<file path="src/rtl/sat_accum_sequencer.sv">
`default_nettype none
// ============================================================================
// Module      : sat_accum_sequencer
// Description : Reduces a programmed number of streamed operands into a
//               signed saturating accumulator with sticky overflow flags.
// Revision    : 1.0 - initial release
// ============================================================================
module sat_accum_sequencer #(
    parameter int WIDTH     = 32,
    parameter int CNT_WIDTH = 8
) (
    input  logic                 clk,
    input  logic                 rst,
    input  logic                 start,
    input  logic [CNT_WIDTH-1:0] len,
    input  logic [WIDTH-1:0]     init,
    input  logic                 abort,
    output logic                 busy,
    input  logic                 in_valid,
    input  logic [WIDTH-1:0]     in_data,
    output logic                 in_ready,
    output logic                 out_valid,
    input  logic                 out_ready,
    output logic [WIDTH-1:0]     out_result,
    output logic                 out_po,
    output logic                 out_no,
    output logic [CNT_WIDTH-1:0] out_sat_cnt
);

    localparam logic [WIDTH-1:0]     c_pos_max = {1'b0, {(WIDTH-1){1'b1}}};
    localparam logic [WIDTH-1:0]     c_neg_max = {1'b1, {(WIDTH-1){1'b0}}};
    localparam logic [CNT_WIDTH-1:0] c_cnt_max = {CNT_WIDTH{1'b1}};
    localparam logic [CNT_WIDTH-1:0] c_cnt_one = {{(CNT_WIDTH-1){1'b0}}, 1'b1};
    localparam logic [CNT_WIDTH-1:0] c_cnt_zero = {CNT_WIDTH{1'b0}};

    typedef enum logic [1:0] {
        S_IDLE  = 2'd0,
        S_ACCUM = 2'd1,
        S_DONE  = 2'd2
    } state_t;

    state_t               r_state;
    logic [WIDTH-1:0]     r_acc;
    logic [CNT_WIDTH-1:0] r_rem;
    logic                 r_po;
    logic                 r_no;
    logic [CNT_WIDTH-1:0] r_sat_cnt;

    logic [WIDTH-1:0]     w_sum;
    logic                 w_po;
    logic                 w_no;
    logic [WIDTH-1:0]     w_step;

    // Overflow is only possible when both operands share a sign and the
    // wrapped sum flips it.
    assign w_sum  = r_acc + in_data;
    assign w_po   = ~r_acc[WIDTH-1] & ~in_data[WIDTH-1] &  w_sum[WIDTH-1];
    assign w_no   =  r_acc[WIDTH-1] &  in_data[WIDTH-1] & ~w_sum[WIDTH-1];
    assign w_step = w_po ? c_pos_max : (w_no ? c_neg_max : w_sum);

    always_ff @(posedge clk) begin
        if (rst) begin
            r_state   <= S_IDLE;
            r_acc     <= '0;
            r_rem     <= '0;
            r_po      <= 1'b0;
            r_no      <= 1'b0;
            r_sat_cnt <= '0;
        end else begin
            case (r_state)
                S_IDLE: begin
                    if (start) begin
                        r_acc     <= init;
                        r_rem     <= len;
                        r_po      <= 1'b0;
                        r_no      <= 1'b0;
                        r_sat_cnt <= '0;
                        r_state   <= (len == c_cnt_zero) ? S_DONE : S_ACCUM;
                    end
                end
                S_ACCUM: begin
                    if (abort) begin
                        r_state <= S_IDLE;
                    end else if (in_valid) begin
                        r_acc <= w_step;
                        r_po  <= r_po | w_po;
                        r_no  <= r_no | w_no;
                        if ((w_po || w_no) && (r_sat_cnt != c_cnt_max)) begin
                            r_sat_cnt <= r_sat_cnt + c_cnt_one;
                        end
                        r_rem <= r_rem - c_cnt_one;
                        if (r_rem == c_cnt_one) begin
                            r_state <= S_DONE;
                        end
                    end
                end
                S_DONE: begin
                    if (abort || out_ready) begin
                        r_state <= S_IDLE;
                    end
                end
                default: r_state <= S_IDLE;
            endcase
        end
    end

    assign busy        = (r_state == S_ACCUM) || (r_state == S_DONE);
    assign in_ready    = (r_state == S_ACCUM);
    assign out_valid   = (r_state == S_DONE);
    assign out_result  = r_acc;
    assign out_po      = r_po;
    assign out_no      = r_no;
    assign out_sat_cnt = r_sat_cnt;

endmodule
`default_nettype wire

</file>
<file path="config.mk">
export PLATFORM = sky130hd
export DESIGN_NAME = sat_accum_sequencer
export DESIGN_NICKNAME = d
export VERILOG_FILES = /design/src/rtl/sat_accum_sequencer.sv
export SDC_FILE = /design/constraint.sdc
export NUM_CORES = 1
export LEC_CHECK = 0
export CAP_MARGIN = 15
export CORE_ASPECT_RATIO = 2
export CORE_MARGIN = 3
export CORE_UTILIZATION = 45
export CTS_BUF_LIST = sky130_fd_sc_hd__clkbuf_16
export DETAILED_ROUTE_END_ITERATION = 7
export PLACE_DENSITY = 0.89
export SYNTH_ARGS = -nofsm -noshare
export SYNTH_HDL_FRONTEND = slang
export SYNTH_SLANG_ARGS = --single-unit
</file>
<file path="constraint.sdc">
create_clock -name clk -period 2.9 [get_ports clk]
set_input_delay 0.29 -clock clk [delete_from_list [all_inputs] [get_ports clk]]
set_output_delay 0.29 -clock clk [all_outputs]
set_load 0.01 [all_outputs]
</file>
After elaboration in Yosys (flattened, before gate mapping) --
Index checks and enable logic that the tools add are counted.
Cells by class: $add $sub $neg 3, equal/unequal tests 11, muxes and demuxes 29, bitwise gates (word level) 9, reduce and logical (&&, ||, !) cells 10
Operators by type and width (count):
- $mux 32 | 5
- $pmux 32 s2 | 1
- $mux 8 | 7
- $add 32x32->32 | 1
- $pmux 8 s2 | 2
- $mux 2 | 6
- $add 8x1->8 const B | 1
- $eq 8x1->1 const B | 1
- $logic_not 8->1 | 1
- $ne 8x8->1 const B | 1
- $reduce_and 4->1 | 2
- $sub 8x1->8 const B | 1
- $ne 2x2->1 const B | 3
- $pmux 2 s3 | 1
- $mux 1 | 5
- $reduce_and 5->1 | 1
- $and 1x1->1 | 4
- $ne 2x1->1 const B | 2
- $pmux 1 s2 | 2
- $logic_or 1x1->1 | 3
- $ne 3x2->1 const B | 1
- $ne 3x3->1 const B | 1
- $not 1->1 | 3
- $eq 2x1->1 const B | 1
- 5 further kinds | 6
Storage, ports and cells: flip-flop bits (word level) 52, bits of input ports 78, output and inout bits 45, logic and storage cells 68

Logic depth before layout (Yosys ltp) --
Gate-level depths: netlist (run 1).
depth after elaboration 9, mapped depth 13, gate-level depth less buffers 10

Worst setup path before layout (run 1) --
OpenSTA, ideal clock, no wires.
path kind register -> register, from register r_acc[0] (netlist: out_result[0]), to register r_acc[24] (netlist: out_result[24]), library setup time 0.132 ns, arrival time 2.737 ns, required time 2.768 ns, path slack 0.032 ns, stages on the path, launching flop included 11, buffers on the path 0, clock period less this slack 2.868 ns, cell sequence dfxtp_1 ha_1 fa_1 a211oi_1 o211ai_1 a2111oi_0 nor2_1 nor4b_1 or3_1 a311oi_1 nor4_1
On the way: word-level cells in the longest chain between the ends 8, elaborated cells on any way between the ends 9, those cells by class 1 x add/sub; 5 x mux; 3 x bitwise
Ends and longest elaborated chain:
- start: declaration | line 43 | logic [WIDTH-1:0] r_acc;
- start signal: assignment | line 73 | r_acc <= init;
- start signal: assignment | line 85 | r_acc <= w_step;
- $add 32x32->32 * | line 56 | assign w_sum = r_acc + in_data;
- $not 1->1 | line 58 | assign w_no = r_acc[WIDTH-1] & in_data[WIDTH-1] & ~w_sum[WIDTH-1];
- $and 1x1->1 | line 58
- $mux 32 | line 59 | assign w_step = w_po ? c_pos_max : (w_no ? c_neg_max : w_sum);
- $mux 32 * | line 59
- $mux 32 * | line 84 | end else if (in_valid) begin
- $mux 32 * | line 82 | if (abort) begin
- $pmux 32 s2 * | line 70 | case (r_state)
Every way passes the cells marked *; elsewhere a longest branch is shown, timed or not. The select of a mux whose other input is x is not followed. A chain may end at the register's enable or synchronous reset.

Worst setup path in the final report (run 1) --
from input port in_data[2], to register r_sat_cnt[2] (netlist: out_sat_cnt[2])
On the way: word-level cells in the longest chain between the ends 7, elaborated cells on any way between the ends 8, those cells by class 1 x add/sub; 1 x eq/ne; 3 x bitwise; 3 x reduce/logical
Ends and longest elaborated chain:
- start: declaration | line 20 | input logic [WIDTH-1:0] in_data,
- $add 32x32->32 * | line 56
- $not 1->1 | line 58
- $and 1x1->1 | line 58
- $logic_or 1x1->1 * | line 88 | if ((w_po || w_no) && (r_sat_cnt != c_cnt_max)) begin
- $logic_and 1x1->1 * | line 88
- $ne 2x1->1 (no line) *
- $reduce_and 5->1 (no line) *
- end signal: assignment | line 89 | r_sat_cnt <= r_sat_cnt + c_cnt_one;
- end: declaration | line 47 | logic [CNT_WIDTH-1:0] r_sat_cnt;
Every way passes the cells marked *; elsewhere a longest branch is shown, timed or not.

==> results.cfg, run 1 <==
[clock_network]
cts_made_buffers = 5
clk_path_buf_depth = 2
cts_sinks = 52
clkLatencyLatePin_ns = 0.30
h-tree-depth = 2
holdBufCountCts = 0
cts.clk_slew.worst_paths_ns = 0.08
cts-root-buf = clkbuf_16
cts_tree = yes

[sta]
setup_viol = 0
skew_ns = 0.00452
hold_ws_ns = 0.471
fin_crit_sh = 1.00
hold_violations = 0
timing.fmax_ghz = 0.345
drv_slew = 0
rsz0062_at_grt = yes
final.setup.tns_ns = 0
layout_min_cycle_time_ns = 2.90
worst_pin_slew_ns = 0.626
relSlewSlack = 0.579

[power]
irDropWorstVdd_mv = 0.749
powerDensity_nw_per_um2 = 1050
p_leak_nw = 2.85

[worst_setup_path]
crit_arrival_ns = 3.13
r2r_start = out_result[1]
cp.required_ns = 3.13
timing.rr.end = out_sat_cnt[2]
worstSetupPathType = in -> reg
end_kind = flop
cp_max_fo = 8
r2r.worst_path.cells = 10
cp-start-kind = input pin
regToRegSetupSlack_ns = 0.04

[yosys]
syn_area_um2 = 4540
yosys.cell_types.count = 65
synth_compound_area_frac = 0.344
ys_seq_elements = 52
synth_most_common_cell = nand2_1
syn_inst = 613
synth_mux_area_frac = 0.0254
synth_top_area_frac = 0.229
ys.flop_type = dfxtp_1
synth-simple-area-share = 0.192
netlist_top_cells_area = dfxtp_1 (23%), ha_1 (11%), o21ai_0 (7.3%)
synthXorXnorAreaFrac = 0.0482
syn_nets = 731
ys_async_sr_fraction = 0
synth_edf_count = 0
synth_top_family_by_area = compound AO/OA/AOI/OAI gates
synth_warnings = 0
seq_area_frac_synth = 0.229
yosys.area_share.adder = 0.112
yosys.area.top_type = dfxtp_1
synth_area_per_cell_um2 = 7.41
synth_common_cells = nand2_1 (70), o21ai_0 (66), a21oi_1 (63), dfxtp_1 (52), nor2_1 (47)

[worst_hold_path]
worstHoldStart = out_result[18]
hold_end = out_result[18]
whs_path_depth = 2
min_path_type = reg -> reg

[finish]
nFillCells = 777
finish.utilization = 0.708
drive_above_1_share = 0.192
n_antenna_cell = 0
final_nets = 938
syn_to_final_growth_pct = 52.2
fin_cells = 953

[global_route]
grt_pass1_wl_mm = 28.2
overflow = 0
antenna_found_initial = 0
grt.total_usage = 0.305
grt_pass1_vias = 5949
grt_max_degree = 41

[drt]
avgRoutedWirePerCell_um = 18.5
drt_iter0_markers = 431
num_vias = 5673
viasPerCell = 5.95
ant_nets = 0
dr.pass1.iters = 5
drc = 0
wirelength_mm = 17.6

[die]
dieArea_um2 = 11400
core_um2 = 9760
ioPinCount = 123
die_h_um = 148
start_util = 0.465
die_w_um = 77.0
rows = 51

[flow_run]
drv_cap = 0

[placed_design]
place_congestion = 0.963
dp.cells = 942
io_buffers = 122
place_hpwl_mm = 13.6

[status]
status = complete, no violations
## worst max-delay path, cell delays in order
cell and delay [ns]:
clkdlybuf4s50_1 0.41, ha_1 0.38, o21ai_2 0.25, nor2_2 0.09, a2111oi_4 0.39, nor3b_2 0.10, or2_4 0.28, mux2_4 0.38
buf_4 0.19, a21oi_2 0.15, mux2i_1 0.21
## stage by stage
stage          power (mW)  instance area, um2  worst slack, ns
2_1_floorplan        4.01                4540           0.0318
3_3_place_gp         6.16                6610           -0.477
3_5_place_dp         6.26                6610           -0.626
4_1_cts              7.09                6840          0.00162
5_1_grt              7.75                6910          -0.0695
6_report             7.24                6910          0.00104
## registers in the layout, summed over array words and instances, names as in the netlist
register,count
out_no,1
out_po,1
out_result,32
out_sat_cnt,8
r_rem,8
r_state,2
## final cells by class
cell class,count,area [um2],share of cell area
Multi-Input combinational cell,510,3380,0.489
Timing Repair Buffer,234,2090,0.302
Sequential cell,52,1040,0.151
Tap cell,132,165,0.0239
Clock buffer,5,125,0.0181
Inverter,17,63.8,0.00923
Clock inverter,3,46.3,0.00670
## cells by family after synthesis
family / Yosys count
buffers and inverters: 51
flip-flops: 52
XOR/XNOR: 25
multiplexers: 11
AND/OR/NAND/NOR: 190
AO/OA/AOI/OAI: 244
adder cells (fa/ha/maj): 40
## where the power goes
| group | switching [mW] | internal, mW |
|---|---|---|
| sequential | 0.248 | 0.989 |
| combinational | 2.78 | 2.49 |
| clock | 0.318 | 0.412 |
## timing repair
item,CTS,global route
gates cloned,0,0
setup endpoints to repair,10,39
setup buffers,2,1
pin swaps,10,3
gates resized for setup,11,14
## worst max path at each step
stage | start | end
after CTS | out_result[0] | out_result[24]
after global routing | in_data[2] | out_sat_cnt[6]
final | in_data[2] | out_sat_cnt[2]
after floorplan | out_result[0] | out_result[24]
after global placement | in_data[0] | out_result[24]
after detailed placement | in_data[0] | out_result[24]
## cells in the final DEF (no fill, tap or decap), drive strengths merged, types with 3 or more instances in the layout
cell type | synthesis | routed
a21o | 16 | 16
nor4 | 6 | 6
a21oi | 76 | 76
nand2 | 70 | 70
clkbuf | 20 | 5
nand2b | 4 | 4
xnor2 | 18 | 18
nand3 | 12 | 12
a2111oi | 3 | 3
a31oi | 8 | 8
a22oi | 4 | 4
a211o | 4 | 4
buf | 14 | 112
nor2b | 5 | 5
o21ai | 78 | 78
o21bai | 6 | 6
nand4 | 8 | 8
a41oi | 4 | 4
ha | 39 | 39
or3 | 8 | 8
o21a | 3 | 3
xor2 | 7 | 7
inv | 16 | 17
nor2 | 48 | 48
nor3 | 16 | 16
and3 | 5 | 5
o22ai | 4 | 4
o211ai | 11 | 11
clkdlybuf4s50 | 0 | 120
a211oi | 7 | 7
mux2i | 10 | 10
dfxtp | 52 | 52
## per-layer routing
metal / vias to the layer above / part of all wire / track usage
met4: 0 / 0.050 / 0.169
li1: 2684 / - / -
met1: 2675 / 0.34 / 0.290
met2: 254 / 0.56 / 0.611
met5: - / 0 / 0
met3: 60 / 0.050 / 0.0358
No activity file was read; power rests on OpenSTA's default activity.
==> run 2, diff against run 1 <==
--- a/config.mk
+++ b/config.mk
@@ -5,11 +5,12 @@
 export SDC_FILE = /design/constraint.sdc
 export NUM_CORES = 1
 export LEC_CHECK = 0
-export CAP_MARGIN = 15
+export CAP_MARGIN = 20
 export CORE_ASPECT_RATIO = 2
 export CORE_MARGIN = 3
 export CORE_UTILIZATION = 45
 export CTS_BUF_LIST = sky130_fd_sc_hd__clkbuf_16
+export CTS_CLUSTER_DIAMETER = 150
 export DETAILED_ROUTE_END_ITERATION = 7
 export PLACE_DENSITY = 0.89
 export SYNTH_ARGS = -nofsm -noshare
==> results of run 2 <==
Final layout, timing and power as in run 1 (identical DEF).
